**config.mk**
```make
export PLATFORM = sky130hd
export DESIGN_NAME = pipeline_hazard_ctrl
export DESIGN_NICKNAME = d
export VERILOG_FILES = /design/src/rtl/pipeline_hazard_ctrl.sv
export SDC_FILE = /design/constraint.sdc
export NUM_CORES = 1
export LEC_CHECK = 0
export ABC_AREA = 1
export CAP_MARGIN = 20
export CORE_MARGIN = 3
export CORE_UTILIZATION = 45
export DETAILED_ROUTE_END_ITERATION = 16
export DONT_BUFFER_PORTS = 1
export PLACE_DENSITY_LB_ADDON = 0.15
export SYNTH_ARGS = -nofsm -noshare
export SYNTH_HDL_FRONTEND = slang
export SYNTH_SLANG_ARGS = --single-unit
```
**constraint.sdc**
```tcl
create_clock -name clk -period 1.9 [get_ports clk]
set_input_delay 0.19 -clock clk [delete_from_list [all_inputs] [get_ports clk]]
set_output_delay 0.19 -clock clk [all_outputs]
set_load 0.05 [all_outputs]
```
**src/rtl/pipeline_hazard_ctrl.sv**
```systemverilog
// Pipeline hazard controller: load-use stalls, branch/jump flushes and multi-cycle
// multiply occupancy of EX, plus saturating stall/flush performance counters.
module pipeline_hazard_ctrl #(
  parameter int unsigned MUL_LATENCY = 4,
  parameter int unsigned CNT_W       = 16
) (
  input  logic             clk,
  input  logic             rst_n,
  input  logic [4:0]       rsID,
  input  logic [4:0]       rtID,
  input  logic             useRtID,
  input  logic             memReadEX,
  input  logic [4:0]       rtEX,
  input  logic             mulStartEX,
  input  logic             branchTakenID,
  input  logic             jumpID,
  input  logic             clrCnt,
  output logic             pcWrite,
  output logic             stallIFID,
  output logic             flushIFID,
  output logic             bubbleIDEX,
  output logic             holdIDEX,
  output logic             bubbleEXMEM,
  output logic [CNT_W-1:0] stallCycles,
  output logic [CNT_W-1:0] flushCount
);

  localparam int unsigned MCNT_W = 4;
  localparam logic [MCNT_W-1:0] MUL_INIT = MCNT_W'(MUL_LATENCY - 2);
  localparam logic LAT_GT1 = (MUL_LATENCY > 1);
  localparam logic LAT_GT2 = (MUL_LATENCY > 2);
  localparam logic LAT_EQ2 = (MUL_LATENCY == 2);

  typedef enum logic [1:0] {RUN, MUL, DRAIN} state_t;

  state_t            state;
  logic [MCNT_W-1:0] mcnt;
  logic              mul_stall;
  logic              load_use;
  logic              redirect;

  assign mul_stall = (state == RUN && mulStartEX && LAT_GT1) || (state == MUL);
  assign load_use  = memReadEX && (rtEX != 5'd0) &&
                     ((rtEX == rsID) || (useRtID && (rtEX == rtID)));
  assign redirect  = branchTakenID || jumpID;

  // Multiply occupancy sequencer; DRAIN ignores mulStartEX since the same op is still in EX.
  always_ff @(posedge clk or negedge rst_n) begin
    if (!rst_n) begin
      state <= RUN;
      mcnt  <= '0;
    end else begin
      case (state)
        RUN: begin
          if (mulStartEX && LAT_GT2) begin
            state <= MUL;
            mcnt  <= MUL_INIT;
          end else if (mulStartEX && LAT_EQ2) begin
            state <= DRAIN;
          end
        end
        MUL: begin
          if (mcnt == MCNT_W'(1)) state <= DRAIN;
          else                    mcnt  <= mcnt - MCNT_W'(1);
        end
        DRAIN:   state <= RUN;
        default: state <= RUN;
      endcase
    end
  end

  // Priority: multiply stall > load-use > redirect; forced pass-through while in reset.
  always_comb begin
    pcWrite     = 1'b1;
    stallIFID   = 1'b0;
    flushIFID   = 1'b0;
    bubbleIDEX  = 1'b0;
    holdIDEX    = 1'b0;
    bubbleEXMEM = 1'b0;
    if (rst_n) begin
      if (mul_stall) begin
        pcWrite     = 1'b0;
        stallIFID   = 1'b1;
        holdIDEX    = 1'b1;
        bubbleEXMEM = 1'b1;
      end else if (load_use) begin
        pcWrite    = 1'b0;
        stallIFID  = 1'b1;
        bubbleIDEX = 1'b1;
      end else if (redirect) begin
        flushIFID = 1'b1;
      end
    end
  end

  // Saturating performance counters; clear wins over increment.
  always_ff @(posedge clk or negedge rst_n) begin
    if (!rst_n) begin
      stallCycles <= '0;
      flushCount  <= '0;
    end else if (clrCnt) begin
      stallCycles <= '0;
      flushCount  <= '0;
    end else begin
      if (!pcWrite && (stallCycles != {CNT_W{1'b1}})) stallCycles <= stallCycles + CNT_W'(1);
      if (flushIFID && (flushCount != {CNT_W{1'b1}}))  flushCount  <= flushCount + CNT_W'(1);
    end
  end

endmodule

```
* Yosys cells after proc, flatten, opt, wreduce, memory -nomap -nowiden
Cells that the tools add are included.
** Operators by class
- Add/subtract/negate cells :: 3
- Equality and inequality tests :: 9
- Muxes and demuxes :: 24
- Reductions and logical operators :: 17
** Operators by type and width (count)
- $mux W16 :: 4
- $add A16 B1 Y16 const B :: 2
- $ne A16 B16 Y1 const B :: 2
- $mux W1 :: 14
- $eq A5 B5 Y1 :: 2
- $mux W4 :: 2
- $pmux W4 S2 :: 1
- $logic_and A1 B1 Y1 :: 6
- $reduce_bool A2 Y1 :: 3
- $reduce_bool A5 Y1 :: 1
- $eq A4 B1 Y1 const B :: 1
- $mux W2 :: 2
- $ne A2 B2 Y1 const B :: 2
- $pmux W2 S2 :: 1
- $sub A4 B1 Y4 const B :: 1
- $logic_or A1 B1 Y1 :: 3
- $reduce_and A3 Y1 :: 1
- $eq A2 B1 Y1 const B :: 1
- $logic_not A2 Y1 :: 1
- $ne A2 B1 Y1 const B :: 1
- $reduce_and A2 Y1 :: 1
- $logic_not A1 Y1 :: 1
** Storage, ports and cells
- Register bits after elaboration :: 38
- Output and inout port bits :: 38

* Logic depth before layout (Yosys ltp)
Gate-level depths: netlist (run 1).
- Depth in word-level cells :: 11
- Gate-level depth with buffers :: 12
- Gate-level depth less buffers :: 12

* Worst setup path after synthesis (run 1)
OpenSTA, ideal clock, no wires.
- Path type :: register -> output
- Start point :: register state[1]
- End point :: output port pcWrite
- Arrival time :: 2.325 ns
- Data required time :: 1.710 ns
- Slack :: -0.615 ns
- Stages on the path, launching flop included :: 10
- Path buffers :: 1
- Cell sequence :: dfrtp_1 -> inv_1 -> nand2_1 -> nor2_1 -> nor2_1 -> nor2_1 -> inv_1 -> nand2_2 -> buf_2 -> inv_1
** On the way
- Cells in the longest elaborated chain, start to end :: 5
** RTL lines
- from (decl) :: RTL line 36 : state_t state;
- from (signal assigned) :: RTL line 50 : state <= RUN;
- from (signal assigned) :: RTL line 56 : state <= MUL;
- from (signal assigned) :: RTL line 59 : state <= DRAIN;
- $logic_not A2 Y1 :: RTL line 42 : assign mul_stall = (state == RUN && mulStartEX && LAT_GT1) || (state == MUL);
- $logic_and A1 B1 Y1 :: RTL line 42
- $logic_or A1 B1 Y1 * :: RTL line 42
- $mux W1 * :: RTL line 81 : if (mul_stall) begin
- $mux W1 * :: RTL line 80 : if (rst_n) begin
- to (decl) :: RTL line 18 : output logic pcWrite,
Every way passes the cells marked *; elsewhere a longest branch is shown, timed or not.

* Worst setup path after layout (run 1)
- Start point :: register state[0]
- End point :: output port flushIFID
** On the way
- Cells in the longest elaborated chain, start to end :: 5
** RTL lines
- $logic_not A2 Y1 :: RTL line 42
- $logic_and A1 B1 Y1 :: RTL line 42
- $logic_or A1 B1 Y1 * :: RTL line 42
- $mux W1 * :: RTL line 81
- $mux W1 * :: RTL line 80
- to (decl) :: RTL line 20 : output logic flushIFID,
Marked as above.

==> results of run 1 <==
## final timing paths
kind,to,startpoint
hold reg to reg,mcnt[3],mcnt[3]
hold / removal,flushCount[0],clrCnt
setup reg to reg,flushCount[14],flushCount[1]
setup / recovery,flushIFID,state[0]
max in group asynchronous,stallCycles[3],rst_n
min in group asynchronous,flushCount[11],rst_n
## layer usage
metal | up-vias | GRT usage, % | part of all wire [%]
met5 | - | 0 | 0
met4 | 0 | 6.15 | 1.3
met3 | 8 | 4.34 | 7.3
met2 | 73 | 31.0 | 45
met1 | 1173 | 27.9 | 46
li1 | 1317 | - | -
## what timing repair did
item | 4_1_cts | 5_1_grt
hold buffers | 2 | 0
pin swaps | 0 | 6
setup buffers | 0 | 7
hold endpoints to repair | 38 | 0
cloned | 0 | 1
endpoints found under the setup margin | 2 | 35
gates resized for setup | 1 | 14
## final cells by class
| class | count | area (um^2) | area share [%] |
|---|---|---|---|
| Clock buffer | 7 | 86.3 | 2.61 |
| Clock inverter | 1 | 30.0 | 0.908 |
| Inverter | 54 | 206 | 6.24 |
| Multi-Input combinational cell | 278 | 1510 | 45.6 |
| Sequential cell | 38 | 961 | 29.1 |
| Tap cell | 72 | 90.1 | 2.72 |
| Timing Repair Buffer | 51 | 427 | 12.9 |
## cell families (layout without fill, tap and decap cells)
kind of cell             after synthesis  after routing
AO/OA/AOI/OAI                         16             16
XOR/XNOR                              21             21
adder cells (fa/ha/maj)                4              4
buffers and inverters                 66            113
flip-flops                            38             38
AND/OR/NAND/NOR                      236            237
## worst reg2reg max path: stages, from the launching register on
cell	delay, ns
dfrtp_2	0.39
ha_4	0.15
nand2_4	0.05
nor2_4	0.14
nand3_2	0.11
nor2_4	0.16
nand4_1	0.17
nand3_4	0.17
buf_4	0.18
nand3_1	0.08
nand2_1	0.07
## power by group through the flow
stage          sequential [uW]  clock [uW]  combinational [uW]
3_3_place_gp               961           0                 912
6_report                   954         708                1060
5_1_grt                    965         763                1170
3_5_place_dp               965           0                 924
4_1_cts                    949         728                 956
2_1_floorplan             1070           0                 615
## through the flow
stage,setup TNS [ns],cell area [um^2],total power [uW],std cells,setup slack (ns)
final,0,3310,2720,501,0.0811
after global routing,-0.0540,3310,2900,501,-0.0468
after CTS,0,3190,2630,493,0.00374
after detailed placement,0,3040,1890,483,0.131
after global placement,0,3040,1870,483,0.128
after floorplan,0,2700,1690,381,0.0000733
## flip-flops by register name, indices dropped and copies added, names as in the netlist
signal,cells
mcnt,4
stallCycles,16
flushCount,16
state,2
## layout by cell type, fill, tap and decap left out, types with 2 or more instances in the layout
cell type / synthesis / layout
o21ai_0: 3 / 3
a31oi_1: 2 / 2
clkbuf_8: 0 / 6
o21ai_1: 4 / 4
buf_4: 2 / 46
nand4_1: 24 / 24
inv_2: 9 / 11
o22ai_1: 3 / 3
nand2_4: 2 / 3
inv_1: 44 / 41
xor2_1: 14 / 14
nand3_4: 0 / 2
xnor2_1: 7 / 7
nor2_4: 1 / 6
nor2_1: 44 / 41
dfrtp_1: 38 / 30
nand3_1: 50 / 49
dfrtp_2: 0 / 8
buf_12: 0 / 3
nand2_2: 2 / 3
nor3_1: 3 / 3
a21oi_1: 4 / 4
ha_1: 4 / 2
nor3b_1: 2 / 2
nand2_1: 100 / 98
==> flow_metrics.env, run 1 <==
export IMPL_outcome="finished, final reports clean"
export IMPL_design_core_area_um2=5570
export IMPL_ys_top_cells_by_count="nand2_1 (100), nand3_1 (50), inv_1 (44), nor2_1 (44), dfrtp_1 (38)"
export IMPL_sw_frac_of_total_pct=38.2
export IMPL_finClkSkew_ns=0.0105
export IMPL_rsz0062_at_grt="yes"
export IMPL_synthSimpleGateAreaFrac_pct=41.1
export IMPL_synth_top_cell_area_share_pct=36.1
export IMPL_hold_depth=3
export IMPL_worstSetupEndpointType="primary output"
export IMPL_synthXorXnorAreaFrac_pct=6.99
export IMPL_io_buffers=0
export IMPL_yosysTopAreaCell="dfrtp_1"
export IMPL_io_pins=61
export IMPL_antenna_found_initial=0
export IMPL_hpwlAfterDp_mm=4.71
export IMPL_p_seq_share_pct=35.0
export IMPL_clk_latency_ns=0.29
export IMPL_syn2layout_area_growth_pct=25.7
export IMPL_first_global_vias=2368
export IMPL_root_buffer="clkbuf_8"
export IMPL_synth_ff_type="dfrtp_1"
export IMPL_initial_core_util_pct=47.2
export IMPL_cp_required_ns=1.71
export IMPL_yosysMostFrequentCell="nand2_1"
export IMPL_synth_enable_flop_cells=0
export IMPL_grt_pass1_wl_mm=10.6
export IMPL_finalSetupViolations=0
export IMPL_tightest_slew_ns=0.391
export IMPL_clk_pin_slew_ns=0.08
export IMPL_final_nets=455
export IMPL_netlist_top_cells_area="dfrtp_1 (36%), nand2_1 (14%), nand3_1 (9.5%), inv_1 (6.3%), nor2_1 (6.3%)"
export IMPL_die_x_um=82.5
export IMPL_core_rowCount=27
export IMPL_antenna_left=0
export IMPL_fp_dieH_um=82.5
export IMPL_hold_class="in2reg"
export IMPL_drt_iter0_drc=155
export IMPL_yosys_warnings=0
export IMPL_synth_cells=381
export IMPL_first_pass_iters=4
export IMPL_cp_arrival_ns=1.63
export IMPL_synth_top_family_by_area="simple AND/OR/NAND/NOR gates"
export IMPL_drc=0
export IMPL_routed_via_count=2571
export IMPL_synth_mux_area_share_pct=0
export IMPL_synth_net_count=408
export IMPL_rr_worst_depth=10
export IMPL_slowest_delay_ns=0.44
export IMPL_critPathMaxFanout=4
export IMPL_hold_viol=0
export IMPL_fillCellCount=514
export IMPL_ir_worst_vdd_uv=438
export IMPL_p_leak_uw=0.00173
export IMPL_dieArea_um2=6800
export IMPL_synth_compound_area_share_pct=3.28
export IMPL_wl_per_cell_um=13.2
export IMPL_pwr_share_clk_pct=26.0
export IMPL_grtUsageTotal_pct=20.0
export IMPL_yosysUniqueCellTypes=31
export IMPL_path_cells="nand2_1 -> inv_2 -> nor2_4 -> inv_1 -> nor3_4 -> and2_1 -> buf_6"
export IMPL_cp_slowest_cell="dfrtp_2"
export IMPL_syn_area_um2=2630
export IMPL_reg2reg_slack_ns=0.15
export IMPL_cts_sinks=38
export IMPL_overflow=0
export IMPL_max_cap_viol_count=0
export IMPL_cp_depth=7
export IMPL_finalCriticalPeriod_ns=1.82
export IMPL_period_share_pct=95.7
export IMPL_ys_seq_area_share_pct=36.1
export IMPL_wirelength_mm=6.59
export IMPL_p_int_uw=1680
export IMPL_gp_congestion=0.886
export IMPL_finalMaxSlewViolations=0
export IMPL_drive_gt1_share_pct=22.6
export IMPL_syn_area_per_cell_um2=6.91
export IMPL_critical_path_buf_inv_count=3
export IMPL_utilization_pct=59.3
export IMPL_whs_ns=0.0491
export IMPL_path_class="reg2out"
export IMPL_grt_max_degree=39
export IMPL_fmax_ghz=0.550
export IMPL_synthArstFlopShare_pct=100
export IMPL_p_comb_share_pct=39.0
export IMPL_cts_buffers_inserted=5
export IMPL_slew_headroom_pct=73.7
export IMPL_power_density_nw_per_um2=824
export IMPL_h_tree_depth=2
export IMPL_cts_path_max_buffers=2
export IMPL_via_per_inst=5.13
export IMPL_switching_power_uw=1040
export IMPL_path_delay_family="simple AND/OR/NAND/NOR gates"
export IMPL_synth_seq_cells=38
export IMPL_antenna_cells=0
export IMPL_synthAdderAreaFrac_pct=1.90
export IMPL_cp_start_kind="flop"
export IMPL_cts_tree="done"
Power figures use the tool's default switching activity.
==> run 2: changes to the inputs <==
Clock period 1.9 ns to 2.05 ns, I/O delays scaled along.
==> flow_metrics.env, run 2 (synthesis results as in run 1) <==
export IMPL_period_share_pct=92.0
export IMPL_hold_viol=0
export IMPL_io_pins=61
export IMPL_clk_pin_slew_ns=0.07
export IMPL_io_buffers=0
export IMPL_via_per_inst=5.11
export IMPL_whs_ns=0.0620
export IMPL_ir_worst_vdd_uv=399
export IMPL_worstSetupEndpointType="primary output"
export IMPL_syn2layout_area_growth_pct=18.8
export IMPL_first_global_vias=2332
export IMPL_finalSetupViolations=0
export IMPL_hpwlAfterDp_mm=4.65
export IMPL_instances_no_fill=493
export IMPL_critPathMaxFanout=4
export IMPL_first_pass_iters=4
export IMPL_fillCellCount=547
export IMPL_finalCriticalPeriod_ns=1.89
export IMPL_grtUsageTotal_pct=19.5
export IMPL_wl_per_cell_um=12.9
export IMPL_cp_required_ns=1.85
export IMPL_drc=0
export IMPL_fp_dieH_um=82.5
export IMPL_antenna_cells=0
export IMPL_h_tree_depth=2
export IMPL_gp_congestion=0.852
export IMPL_cts_buffers_inserted=5
export IMPL_routed_via_count=2518
export IMPL_drt_iter0_drc=118
export IMPL_layout_commonest_cell="nand2_1"
export IMPL_max_cap_viol_count=0
export IMPL_finClkSkew_ns=0.00334
export IMPL_grt_busiest_layer="met2"
export IMPL_use_met2_pct=32.7
export IMPL_hold_class="in2reg"
export IMPL_p_leak_uw=0.00168
export IMPL_grt_use_met3_pct=4.99
export IMPL_finalMaxSlewViolations=0
export IMPL_antenna_found_initial=0
export IMPL_wirelength_mm=6.34
export IMPL_dieArea_um2=6800
export IMPL_drive_gt1_share_pct=17.6
export IMPL_power_density_nw_per_um2=722
export IMPL_cts_sinks=38
export IMPL_reg2reg_slack_ns=0.24
export IMPL_antenna_left=0
export IMPL_outcome="finished, final reports clean"
export IMPL_grt_pass1_wl_mm=10.5
export IMPL_core_rowCount=27
export IMPL_cp_arrival_ns=1.68
export IMPL_root_buffer="clkbuf_8"
export IMPL_grt_max_degree=39
export IMPL_overflow=0
export IMPL_fmax_ghz=0.530
export IMPL_post_cts_setup_buffer_count=0
export IMPL_p_total_uw=2260
export IMPL_die_x_um=82.5
export IMPL_mostFrequentLayoutCells="nand2_1 (100), nand3_1 (50), inv_1 (44)"
export IMPL_top_regs="flushCount x16, stallCycles x16, mcnt x4"
export IMPL_cts_path_max_buffers=2
export IMPL_grtUsageMet1_pct=24.5
export IMPL_cts_tree="done"
export IMPL_cp_start_kind="flop"
export IMPL_dp_cells=483
export IMPL_path_class="reg2out"
export IMPL_tightest_slew_ns=0.569
export IMPL_initial_core_util_pct=47.2
export IMPL_final_nets=447
export IMPL_slew_headroom_pct=62.1
export IMPL_design_core_area_um2=5570
export IMPL_clk_latency_ns=0.29
run 2: metrics by stage:
step / utilization (%) / cell area, um^2 / setup WS, ns / TNS [ns]
after global placement: 53.8 / 3000 / 0.275 / 0
after CTS: 55.9 / 3120 / 0.0358 / 0
after detailed placement: 53.8 / 3000 / 0.252 / 0
after floorplan: - / 2640 / -0.0193 / -0.0193
after global routing: 56.1 / 3130 / -0.0192 / -0.0192
final: 56.1 / 3130 / 0.163 / 0
run 2: where the power goes:
group	switching [uW]	internal [uW]	total, uW
registers	39.0	829	868
clock network	269	272	541
logic	596	252	848
run 2: repair_timing:
action | in CTS | in global routing
hold buffers | 2 | 0
endpoints found under the hold margin | 38 | 0
setup endpoints to repair | 0 | 2
gates resized for setup | 0 | 2
run 2: critical path, cell delays in order, from the launching register on:
cell	delay [ns]
dfrtp_1	0.41
nand2_1	0.11
inv_2	0.06
nor2_2	0.17
inv_1	0.08
nor3_2	0.19
and2_1	0.17
buf_4	0.19
run 2: final timing paths:
| kind | start | end | depth (start not counted) |
|---|---|---|---|
| worst max-delay path | state[0] | flushIFID | 7 |
| worst min-delay path | clrCnt | flushCount[0] | 3 |
| worst max register to register | flushCount[0] | flushCount[15] | 10 |
| worst min register to register | mcnt[3] | mcnt[3] | 2 |
| max in group asynchronous | rst_n | flushCount[0] | 2 |
| min in group asynchronous | rst_n | stallCycles[14] | 2 |
run 2: final cells by class:
| type | count | area [um^2] | area share (%) |
|---|---|---|---|
| multi-input combinational | 277 | 1420 | 45.4 |
| sequential | 38 | 953 | 30.5 |
| timing repair buffer | 44 | 370 | 11.8 |
| inverter | 54 | 203 | 6.49 |
| tap | 72 | 90.1 | 2.88 |
| clock buffer | 7 | 86.3 | 2.76 |
| clock inverter | 1 | 5.00 | 0.160 |
run 2: metal layers:
metal,routed length (um),vias to the layer above
met2,3070,64
met5,0,-
met3,455,8
met4,71,0
met1,2740,1148
li1,-,1298
==> RTL edit 1: new RTL, settings of run 2 <==
The localparam `MCNT_W` goes from 4 to 6.
--- a/src/rtl/pipeline_hazard_ctrl.sv
+++ b/src/rtl/pipeline_hazard_ctrl.sv
@@ -25,7 +25,7 @@
   output logic [CNT_W-1:0] flushCount
 );
 
-  localparam int unsigned MCNT_W = 4;
+  localparam int unsigned MCNT_W = 6;
   localparam logic [MCNT_W-1:0] MUL_INIT = MCNT_W'(MUL_LATENCY - 2);
   localparam logic LAT_GT1 = (MUL_LATENCY > 1);
   localparam logic LAT_GT2 = (MUL_LATENCY > 2);
Check against the original RTL: same outputs for any inputs over 10 cycles, from zero or initial values and one cycle with rst_n low; that may be too few to reach the edited logic, so the function may still have changed.
==> RTL edit 1 against run 2 <==
  * Sequential cell count grew 2
  * Synthesized cell count grew 8.4%
  * Cell count grew 6.1%
  * Power shrank 1.7%
  * Fmax shrank 0.11%
  * Combinational power shrank 6.6%
  * Synthesized area grew 8.8%
  * Setup slack lost 2.1 ps
  * Design area grew 5.9%
  * Largest cell class unchanged
  * Routed wire length grew 13%
  * Critical path type unchanged
==> RTL edit 1: results (changes against run 2) <==
| Metric | Value |
|---|---|
| DRT Wirelength | `7150 µm (+13%)` |
| Via count | `2729 (+8.4%)` |
| Crit-path max FO | `5 (+1)` |
| Reg2Reg Setup Slack | `200 ps (-40 ps)` |
| Count of cell types in the netlist | `33 (+6.5%)` |
| LEAKAGE | `1.72 nW (+2.0%)` |
| Post-Layout Cell Count | `523 (+6.1%)` |
| Synth Net Count | `440 (+7.8%)` |
| First-pass GRT wire length | `12400 µm (+19%)` |
| CTS max path bufs | `2 (unchanged)` |
| PortBufs | `0 (unchanged)` |
| Peak VDD IR | `0.000764 V (+91%)` |
| Clock-pin slew on the worst setup and hold paths | `about 80 ps` |
| Max-slew headroom | `68.7% (+6.6 points)` |
| Skew final | `5.87 ps (+2.53 ps)` |
| Synth top cells by count | `nand2_1, nor2_1, nand3_1, inv_1, dfrtp_1` |
| Start of the worst register-to-register path | `flushCount[0]` |
| Seq/Total Area, Yosys | `34.9% (-1.2 points)` |
| Worst Setup EP | `flushIFID` |
| Ys async rst share | `100% (unchanged)` |
| CTS H-tree lvls | `2 (unchanged)` |
| Layout Nets | `474 (+6.0%)` |
| Crit Reg-Reg Endpoint | `flushCount[11]` |
| Ranking of synthesized cells by area | `dfrtp_1, nand2_1, nand3_1, nor2_1, inv_1` |
| Clock latency on the worst-skew pair | `around 280 ps` |
| Fill cells | `604 (+10%)` |
| Worst Setup SP | `state[0]` |
| Largest registers | `flushCount x16, stallCycles x16, mcnt x6` |
| Avg Cell Area, Syn | `6.93 µm² (+0.41%)` |
| Post-DP HPWL | `5260 µm (+13%)` |
| Total GRT Usage | `20.7% (+1.1 points)` |
| Placer Congestion | `0.937 (+10%)` |
| Pin count of the biggest net entering global routing | `43 (+10%)` |
| Dpl cells | `513 (+6.2%)` |
| HP Class | `in -> reg` |
| Run status | `complete, no violations` |
| Initial DRC count | `195 (+65%)` |
| Post-route ant nets | `0 (unchanged)` |
| Initial antenna violation count | `0 (unchanged)` |
| Number of global-route vias before repair | `2601 (+12%)` |
| Layout cells sized above 1 | `15.8% (-1.7 points)` |
| CTS buffer count | `5 (unchanged)` |
| Syn. warnings | `0 (unchanged)` |
## RTL edit 1: stage by stage
stage,instance area (µm²),utilization [%],setup WS [ps]
final,3310,54.9,161
after detailed placement,3180,52.8,211
after global placement,3180,52.8,237
after CTS,3290,54.7,45.5
after global routing,3310,54.9,4.17
after floorplan,2870,-,44.8
## RTL edit 1: logic make-up (layout without fill, tap and decap cells)
group	after synthesis	count (layout)	share of synthesized area (%)
flops	40	40	34.9
buf+inv	66	101	9.74
simple gates	268	268	44.3
fa+ha+maj	4	4	1.75
xor+xnor	23	23	7.03
compound gates	12	12	2.23
## RTL edit 1: cell type report
type                    count  share of cell area (%)
multi-input cells         307                    48.6
repair buffers             39                    9.67
clock buffers               7                    2.31
inverters                  54                    6.12
clock inverters             1                   0.151
well taps                  75                    2.83
flip-flops and latches     40                    30.3
## RTL edit 1: per-layer routing
metal	up-vias	part of all wire, %	global-route usage (%)
li1	1391	-	-
met1	1256	46	28.5
met2	75	46	33.6
met3	7	6.3	4.03
met4	0	0.90	5.04
met5	-	0	0
## RTL edit 1: worst max-delay path: stages, from the launching register on
cell      delay [ps]
dfrtp_1          380
inv_1             70
nor2_1           100
nor2_2           190
o211ai_1         200
a21oi_2          230
buf_4            240
## RTL edit 1: worst min path at each step
stage,endpoint,from,slack [ps],cells past startpoint
after global placement,flushCount[0],rst_n,-90,0
after global routing,flushCount[5],clrCnt,60,3
after detailed placement,flushCount[13],rst_n,-90,0
after CTS,flushCount[5],clrCnt,60,3
after floorplan,flushCount[0],rst_n,-90,0
final,flushCount[5],clrCnt,70,3
## RTL edit 1: repair_timing
item	in CTS	in global routing
setup endpoints to repair	1	3
resized for setup	1	3
pin swaps	0	0
hold buffers	2	0
hold endpoints to repair	40	0
## RTL edit 1: where the power goes
part | internal, mW | total (mW) | switching, mW
clock network | 0.239 | 0.507 | 0.267
registers | 0.873 | 0.920 | 0.0469
logic | 0.217 | 0.792 | 0.575
==> RTL edit 2: new RTL, config.mk and constraints of run 2 <==
Without the edit above. Make the reset (`rst_n`) synchronous in 2 clocked blocks.
--- a/src/rtl/pipeline_hazard_ctrl.sv
+++ b/src/rtl/pipeline_hazard_ctrl.sv
@@ -45,7 +45,7 @@
   assign redirect  = branchTakenID || jumpID;
 
   // Multiply occupancy sequencer; DRAIN ignores mulStartEX since the same op is still in EX.
-  always_ff @(posedge clk or negedge rst_n) begin
+  always_ff @(posedge clk) begin
     if (!rst_n) begin
       state <= RUN;
       mcnt  <= '0;
@@ -94,7 +94,7 @@
   end
 
   // Saturating performance counters; clear wins over increment.
-  always_ff @(posedge clk or negedge rst_n) begin
+  always_ff @(posedge clk) begin
     if (!rst_n) begin
       stallCycles <= '0;
       flushCount  <= '0;
Behaviour: differs if rst_n is asserted again (counterexample within 4 cycles, from zero or initial values and one cycle with rst_n low); with rst_n held inactive, the same outputs for 10 cycles.
==> RTL edit 2 against run 2 <==
  * Routed wire length fell by 8.3%
  * Highest routed layer unchanged
  * Critical path type unchanged
  * Synthesized area is 2.7% lower
  * Setup slack got worse by 12 ps
  * Design area fell by 3.4%
  * Sequential share of layout area fell by 5.2 points
  * Sequential cell count unchanged
Power is not compared: it rests on default switching activity, and its combinational part moved more than twofold at a synthesized area within 25%.
==> RTL edit 2: results (changes against run 2) <==
| Metric | Value |
|---|---|
| Synth Net Count | `389 (-4.7%)` |
| Syn. warnings | `0 (unchanged)` |
| Drt wl/cell | `12.2 µm (-5.0%)` |
| # setup viols final | `0 (unchanged)` |
| Fill cells | `527 (-3.7%)` |
| Pin count of the biggest net entering global routing | `32 (-18%)` |
| DR vias/cell | `4.95 (-3.1%)` |
| CTS H-tree lvls | `2 (unchanged)` |
| First-pass GRT wire length | `9900 µm (-5.3%)` |
| WP data arrival | `1690 ps` |
| Run status | `complete, no violations` |
| Synth top cells by count | `nand2_1, dfxtp_1, nand3_1, inv_1, nor2_1` |
| Critical path's largest stage delay | `350 ps (-60 ps)` |
| Largest registers | `flushCount x16, stallCycles x16, mcnt x4` |
| Layout Nets | `432 (-3.4%)` |
| HP Class | `in -> reg` |
| Post-cts sizing count | `0 (unchanged)` |
| Synth Area in Adders | `1.95% (+0.052 points)` |
| Peak VDD IR | `0.000345 V` |
| CTS root buf | `clkbuf_8` |
| CP max stage cell | `a21boi_4` |
| Initial antenna violation count | `0 (unchanged)` |
| Initial DRC count | `100 (-15%)` |
| Skew final | `6.00 ps (+2.66 ps)` |
| Max-slew headroom | `73.3% (+11 points)` |
| Drt pass-1 iters | `4 (unchanged)` |
| LEAKAGE | `1.20 nW` |
| Dpl cell area | `0.00288 mm² (-3.9%)` |
| CTS buffer count | `5 (unchanged)` |
| Seq/Total Area, Yosys | `29.7% (-6.4 points)` |
| Most used flip-flop cell after synthesis | `dfxtp_1` |
| Total GRT Usage | `18.7% (-0.80 points)` |
| Layout cells sized above 1 | `25.9% (+8.3 points)` |
| Xor/xnor share of the synthesized area | `9.57% (+2.6 points)` |
| Crit-path max FO | `9 (+5)` |
| Number of global-route vias before repair | `2211 (-5.2%)` |
| Placer Congestion | `0.831 (-2.5%)` |
| Clock-pin slew on the worst setup and hold paths | `80 ps` |
| Clock latency on the worst-skew pair | `290 ps (about the same)` |
| Mux share of post-synthesis cell area | `0% (unchanged)` |
| Ranking of synthesized cells by area | `dfxtp_1, nand2_1, nand3_1, xor2_1, inv_1` |
| Post-DP HPWL | `4370 µm (-6.2%)` |
| Register area | `764 µm² (-20%)` |
| Antenna Cells | `0 (unchanged)` |
| DP Worst Slack | `340 ps (+88.6 ps)` |
| CTS max path bufs | `2 (unchanged)` |
| Delay-heaviest family, CP | `compound AO/OA/AOI/OAI gates` |
| Compound-gate portion of the synthesized area | `10.1% (+6.8 points)` |
| Count of cell types in the netlist | `32 (+3.2%)` |
| Ys async rst share | `0% (-100 points)` |
[RTL edit 2: cell count changes in the layout (fill, tap and decap cells not counted), sizes merged, moves of 4 or more]
cell	run 2	this run
nor3	5	10
dfxtp	0	38
nand4	24	6
inv	53	41
xnor2	7	13
a21oi	4	35
nand2	104	95
nor2	47	37
buf	43	48
o21ai	7	3
dfrtp	38	0
nand3	52	48
[RTL edit 2: area by class of cell]
type | count | area share [%]
timing repair buffer | 48 | 11.9
tap | 70 | 2.90
sequential | 38 | 25.3
clock inverter | 2 | 0.414
inverter | 41 | 5.10
clock buffer | 6 | 2.73
multi-input combinational | 271 | 51.6
[RTL edit 2: power breakdown]
part | switching, mW | total (mW) | internal (mW)
combinational | 0.157 | 0.232 | 0.0744
clock | 0.279 | 0.549 | 0.271
sequential | 0.00887 | 0.761 | 0.752
total | 0.445 | 1.54 | 1.10
[RTL edit 2: routing by layer]
metal  up-vias  share of wire, %  GRT usage [%]
li1       1252                 -              -
met1      1061                44           22.5
met2        37                49           32.6
met3         5               5.5           5.37
met4         0              0.91           5.07
met5         -                 0              0
[RTL edit 2: final timing paths]
kind	start	end	slack, ps	cells after the start
worst max-delay path	state[0]	flushIFID	150	5
worst min-delay path	rst_n	mcnt[0]	50	2
worst max register to register	stallCycles[1]	stallCycles[9]	330	8
worst min register to register	mcnt[0]	mcnt[0]	510	1
[RTL edit 2: worst register-to-register path, delay by kind of cell (launching register included)]
family          cells  cell delay [ps]
compound gates      1              140
flops               1              330
simple gates        4              710
buf+inv             2              270
xor+xnor            1              200
[RTL edit 2: logic make-up after synthesis]
| kind of cell | Yosys count |
|---|---|
| compound gates | 40 |
| flops | 38 |
| xor+xnor | 28 |
| buf+inv | 53 |
| fa+ha+maj | 4 |
| simple gates | 199 |
[RTL edit 2: through the flow]
stage	hold slack (ps)	std cells
after global placement	355	462
after detailed placement	351	462
after CTS	35.5	470
final	48.4	476
after global routing	51.6	476
after floorplan	343	362
[RTL edit 2: repair_timing]
item	CTS	global route
hold buffers	0	0
setup endpoints to repair	0	1
setup buffers	0	6
